[config.mk]
export PLATFORM = sky130hd
export DESIGN_NAME = load_store_unit
export DESIGN_NICKNAME = d
export VERILOG_FILES = /design/src/rtl/lsu_pkg.sv /design/src/rtl/load_store_unit_align.sv /design/src/rtl/load_store_unit.sv
export SDC_FILE = /design/constraint.sdc
export NUM_CORES = 1
export LEC_CHECK = 0
export ABC_AREA = 1
export BUFFER_PORTS_ARGS = -buffer_cell sky130_fd_sc_hd__buf_2
export CORE_ASPECT_RATIO = 0.7
export CORE_MARGIN = 2
export CORE_UTILIZATION = 52
export CTS_BUF_LIST = sky130_fd_sc_hd__clkbuf_16
export DETAILED_ROUTE_END_ITERATION = 8
export GPL_ROUTABILITY_DRIVEN = 1
export GPL_TIMING_DRIVEN = 0
export PLACE_DENSITY = 0.85
export SYNTH_ARGS = -nofsm -noshare
export SYNTH_HDL_FRONTEND = slang
export SYNTH_SLANG_ARGS = --single-unit
[constraint.sdc]
create_clock -name i_clk -period 3.45 [get_ports i_clk]
set_clock_uncertainty 0.05 [all_clocks]
set_input_delay 0.5175 -clock i_clk [delete_from_list [all_inputs] [get_ports i_clk]]
set_output_delay 0.5175 -clock i_clk [all_outputs]
set_load 0.05 [all_outputs]
[src/rtl/lsu_pkg.sv]
// Shared types and constants for the load/store unit.
// Imported by the aligner and the load_store_unit top.
package lsu_pkg;

  typedef enum logic [1:0] {
    IDLE = 2'b00,
    REQ  = 2'b01,
    WAIT = 2'b10
  } lsu_state_e;

  typedef enum logic [1:0] {
    SZ_B = 2'b00,
    SZ_H = 2'b01,
    SZ_W = 2'b10
  } lsu_size_e;

  localparam logic [3:0] BE_BYTE = 4'b0001;
  localparam logic [3:0] BE_HALF = 4'b0011;
  localparam logic [3:0] BE_WORD = 4'b1111;

endpackage

[src/rtl/load_store_unit_align.sv]
// Combinational byte-lane logic: store lanes and enables,
// misalignment detect, and load extract/extend.
module lsu_align
  import lsu_pkg::*;
(
  input  logic [1:0]  i_st_lo,
  input  logic [1:0]  i_st_size,
  input  logic [31:0] i_st_data,
  output logic [31:0] o_wdata,
  output logic [3:0]  o_be,
  output logic        o_misaligned,
  input  logic [1:0]  i_ld_lo,
  input  logic [1:0]  i_ld_size,
  input  logic        i_ld_unsigned,
  input  logic [31:0] i_rdata,
  output logic [31:0] o_ld_data
);

  logic [31:0] shifted;
  logic        sign_b;
  logic        sign_h;

  always_comb begin
    o_wdata      = i_st_data;
    o_be         = BE_WORD;
    o_misaligned = 1'b1;
    unique case (i_st_size)
      SZ_B: begin
        o_wdata      = {4{i_st_data[7:0]}};
        o_be         = BE_BYTE << i_st_lo;
        o_misaligned = 1'b0;
      end
      SZ_H: begin
        o_wdata      = {2{i_st_data[15:0]}};
        o_be         = BE_HALF << i_st_lo;
        o_misaligned = i_st_lo[0];
      end
      SZ_W: begin
        o_misaligned = |i_st_lo;
      end
      default: begin
        o_misaligned = 1'b1;
      end
    endcase
  end

  // Extension fill bit is zero for unsigned loads.
  always_comb begin
    shifted   = i_rdata >> {i_ld_lo, 3'b000};
    sign_b    = ~i_ld_unsigned & shifted[7];
    sign_h    = ~i_ld_unsigned & shifted[15];
    o_ld_data = shifted;
    unique case (i_ld_size)
      SZ_B:    o_ld_data = {{24{sign_b}}, shifted[7:0]};
      SZ_H:    o_ld_data = {{16{sign_h}}, shifted[15:0]};
      default: o_ld_data = i_rdata;
    endcase
  end

endmodule

[src/rtl/load_store_unit.sv]
// Multi-cycle load/store unit: one valid/ready memory
// transaction per op, stalls the core while busy.
module load_store_unit
  import lsu_pkg::*;
(
  input  logic        i_clk,
  input  logic        i_rst,
  input  logic        i_req_valid,
  output logic        o_req_ready,
  input  logic [31:0] i_alu_data,
  input  logic [31:0] i_st_data,
  input  logic        i_we,
  input  logic [1:0]  i_size,
  input  logic        i_unsigned,
  output logic        o_stall,
  output logic        o_done,
  output logic [31:0] o_ld_data,
  output logic        o_misaligned,
  output logic        o_mem_valid,
  input  logic        i_mem_ready,
  output logic [31:0] o_mem_addr,
  output logic        o_mem_we,
  output logic [3:0]  o_mem_be,
  output logic [31:0] o_mem_wdata,
  input  logic        i_mem_rvalid,
  input  logic [31:0] i_mem_rdata
);

  lsu_state_e  state_q, state_d;
  logic [1:0]  lo_q, lo_d;
  logic [1:0]  size_q, size_d;
  logic        uns_q, uns_d;
  logic [31:0] addr_q, addr_d;
  logic        we_q, we_d;
  logic [3:0]  be_q, be_d;
  logic [31:0] wdata_q, wdata_d;
  logic [31:0] ld_q, ld_d;
  logic        done_q, done_d;
  logic        mis_q, mis_d;

  logic [31:0] al_wdata;
  logic [3:0]  al_be;
  logic        al_mis;
  logic [31:0] al_ld;

  lsu_align u_align (
    .i_st_lo       (i_alu_data[1:0]),
    .i_st_size     (i_size),
    .i_st_data     (i_st_data),
    .o_wdata       (al_wdata),
    .o_be          (al_be),
    .o_misaligned  (al_mis),
    .i_ld_lo       (lo_q),
    .i_ld_size     (size_q),
    .i_ld_unsigned (uns_q),
    .i_rdata       (i_mem_rdata),
    .o_ld_data     (al_ld)
  );

  always_comb begin
    state_d = state_q;
    lo_d    = lo_q;
    size_d  = size_q;
    uns_d   = uns_q;
    addr_d  = addr_q;
    we_d    = we_q;
    be_d    = be_q;
    wdata_d = wdata_q;
    ld_d    = ld_q;
    done_d  = 1'b0;
    mis_d   = 1'b0;
    unique case (state_q)
      IDLE: begin
        if (i_req_valid) begin
          lo_d   = i_alu_data[1:0];
          size_d = i_size;
          uns_d  = i_unsigned;
          if (al_mis) begin
            mis_d = 1'b1;
          end else begin
            state_d = REQ;
            addr_d  = {i_alu_data[31:2], 2'b00};
            we_d    = i_we;
            be_d    = al_be;
            wdata_d = al_wdata;
          end
        end
      end
      REQ: begin
        if (i_mem_ready) begin
          if (we_q) begin
            state_d = IDLE;
            done_d  = 1'b1;
          end else begin
            state_d = WAIT;
          end
        end
      end
      WAIT: begin
        if (i_mem_rvalid) begin
          state_d = IDLE;
          ld_d    = al_ld;
          done_d  = 1'b1;
        end
      end
      default: state_d = IDLE;
    endcase
  end

  always_ff @(posedge i_clk) begin
    if (i_rst) begin
      state_q <= IDLE;
      lo_q    <= 2'b00;
      size_q  <= 2'b00;
      uns_q   <= 1'b0;
      addr_q  <= 32'd0;
      we_q    <= 1'b0;
      be_q    <= 4'd0;
      wdata_q <= 32'd0;
      ld_q    <= 32'd0;
      done_q  <= 1'b0;
      mis_q   <= 1'b0;
    end else begin
      state_q <= state_d;
      lo_q    <= lo_d;
      size_q  <= size_d;
      uns_q   <= uns_d;
      addr_q  <= addr_d;
      we_q    <= we_d;
      be_q    <= be_d;
      wdata_q <= wdata_d;
      ld_q    <= ld_d;
      done_q  <= done_d;
      mis_q   <= mis_d;
    end
  end

  assign o_req_ready  = (state_q == IDLE);
  assign o_stall      = (state_q != IDLE);
  assign o_mem_valid  = (state_q == REQ);
  assign o_mem_addr   = addr_q;
  assign o_mem_we     = we_q;
  assign o_mem_be     = be_q;
  assign o_mem_wdata  = wdata_q;
  assign o_ld_data    = ld_q;
  assign o_done       = done_q;
  assign o_misaligned = mis_q;

endmodule
==> metrics.csv <==
metric;value;unit
Crit path required time;2.88;ns
Skew-Pair Late Insertion Delay;0.34;ns
vias in the first global route;4893;
cell chain of the critical path;inv_1 -> ha_1 -> inv_1 -> buf_2;
placed insts;1081;
clk root buf;clkbuf_16;
DR vias;5558;
internal reg-to-reg setup slack;1.57;ns
DP Worst Slack;1.43;ns
Finished Layout Cells;1096;
syn_area_per_cell;6.76;um^2
Synth Cell Area;5040;um^2
grt ovf;0;
Pre-antenna DRT Iters;5;
final hold violation count;0;
global-route wire length before repair;23900;um
CTS tree;yes;
post-CTS sizing;0;
Die X;122;um
crit path capture;o_stall;
layout cells sized above 1;0.274;
routed wire length;15400;um
Worst-Margin Slew;0.524;ns
hold crit path type;input pin to flop;
most frequent CP cell;inv_1;
Routed Antenna Nets;0;
Detailed Place HPWL;11900;um
largest net degree at the start of global routing;19;
RR Endpoint;o_ld_data[14];
Cell Rows;30;
min-delay src;i_alu_data[22];
# nets final;1072;
Final Instance Area;6510;um^2
placed inst area;6240;um^2
CP arrival;1.45;ns
residual DRC count;0;
status;complete, no violations;
clock slew at reported path FFs;0.07;ns
Netlist cell types;30;
area delta synth->final;29.2;%
global router's overall resource usage;0.288;
min setup slack post-route;1.43;ns
H-tree depth;3;
sum of negative setup slack;0;ns
fin crit share;0.584;
antenna cells;0;
setup bufs post-CTS;0;
startpoint types;flop;
max-slew violations;0;
synth warn;0;
maxcap violations;0;
mean routed wirelength per cell;14.1;um
clock buffer depth;2;
pwr/cell area;543;nW/um^2
Critical Path Source;state_q[1];
fmax;496;MHz
initial core utilization;0.526;
minimum clock period;2.02;ns
sequential area share after synthesis;0.429;
Seq cells post-synth;108;
post-synthesis cell count;745;
Via density;5.07;
Die ar.;10500;um^2
overall power;0.00354;W
Final setup viols;0;
port buffer count;207;
CORE AREA;9570;um^2
hold buffers post-CTS;0;
critical path class;flop to output pin;
RSZ-0062 raised after global routing;no;
Die Ht;86.3;um
Leak Pwr;3.54;nW
slowest cell on the critical path;dfxtp_1;
IO Count;211;
WP buf/inv;3;
Worst path top cell family by delay;buffers and inverters;
Reg-to-Reg Start;state_q[0];
cts bufs inserted;9;
Worst Reg-to-Reg Cells;8;
CP peak stage delay;0.36;ns
Setup crit end kind;output pin;
drt initial violations;410;
routability cong.;0.978;
maximum VDD drop;0.396;mV
clock sink count;108;
Slew Limit Headroom;0.651;
crit-path max FO;5;
Levels on crit path;4;
initial antenna violation count;1;
-- report_power, final --
part	internal, W	switching, W
sequential	0.00136	0.0000556
clock	0.000496	0.000476
combinational	0.000297	0.000853
total	0.00215	0.00138
-- per-layer routing --
layer	track usage	wire [um]	part of all wire
met1	0.404	7220	0.47
met4	0.0731	260	0.017
met3	0.0783	1540	0.10
met5	0	0	0
met2	0.442	6390	0.41
-- cell families after synthesis --
| family | count (synthesis) | synth area share |
|---|---|---|
| adders and majority gates | 3 | 0.00745 |
| other | 1 | 0.000744 |
| and+or+nand+nor | 343 | 0.277 |
| AOI/OAI and AO/OA | 181 | 0.186 |
| DFF | 108 | 0.429 |
| buffers and inverters | 109 | 0.0994 |
-- synthesized netlist by cell type --
cell type,instances,share of area
o21a_1,3,0.0045
buf_4,6,0.0089
nand2_2,3,0.0037
clkinv_4,1,0.0017
conb_1,1,0.00074
ha_1,3,0.0075
o211ai_1,8,0.012
nand2_1,131,0.098
o21bai_1,1,0.0015
a31oi_1,1,0.0012
nand3_4,1,0.0035
a21oi_1,52,0.052
nand3_2,2,0.0040
or2_2,2,0.0025
clkbuf_1,18,0.013
inv_1,54,0.040
nor2_4,2,0.0045
buf_1,2,0.0015
dfxtp_1,108,0.43
inv_2,5,0.0037
clkinv_1,2,0.0015
nand2_4,1,0.0022
o21ai_0,91,0.090
o21ai_1,25,0.025
nand3_1,35,0.035
nand4_1,1,0.0012
nor2_1,164,0.12
buf_2,15,0.015
nor3_1,1,0.00099
buf_6,6,0.013
-- metrics by stage --
step | util | hold WS (ns)
after floorplan | - | 0.408
after global placement | 0.652 | 0.391
after detailed placement | 0.652 | 0.401
after CTS | 0.680 | 0.336
after global routing | 0.680 | 0.348
final | 0.680 | 0.343
-- worst reg2reg max path, cell delays in order (launching register included) --
cell and delay [ns]:
dfxtp_1 0.32, inv_1 0.09, ha_1 0.18, nand2_1 0.09, clkinv_1 0.18, clkbuf_1 0.42, o21ai_0 0.17, a21oi_1 0.18
a21oi_1 0.08
-- worst min path at each step --
stage,end,cells past startpoint
2_1_floorplan,state_q[1],2
3_3_place_gp,o_mem_be[1],1
3_5_place_dp,o_mem_be[3],1
4_1_cts,o_mem_addr[22],3
5_1_grt,o_mem_addr[26],3
6_report,o_mem_addr[22],3
-- cell type report --
cell class                 count  area [um^2]
multi-input combinational    529         2380
clock inverter                 6         46.3
tap                          128          160
buffer                        47          263
sequential                   108         2160
clock buffer                   9          225
timing repair buffer         207         1040
inverter                      62          238
fill                         912         3060
-- flip-flops by register name, summed over array words and instances, names as in the netlist --
| register | cells |
|---|---|
| o_mem_wdata | 32 |
| o_misaligned | 1 |
| uns_q | 1 |
| o_mem_we | 1 |
| o_ld_data | 32 |
| o_mem_addr | 30 |
| o_done | 1 |
| o_mem_be | 4 |
| lo_q | 2 |
| state_q | 2 |
| size_q | 2 |
-- layout by cell type (no fill, tap or decap), types with 5 or more instances in the layout --
master	Yosys	final
nand2_1	131	131
o21ai_1	25	25
buf_4	6	6
inv_2	5	5
nor2_1	164	164
a21oi_1	52	52
clkbuf_1	18	18
dfxtp_1	108	108
o211ai_1	8	8
buf_6	6	6
inv_1	54	54
buf_2	15	222
o21ai_0	91	91
nand3_1	35	35
clkbuf_16	0	9
Power figures use the tool's default switching activity.
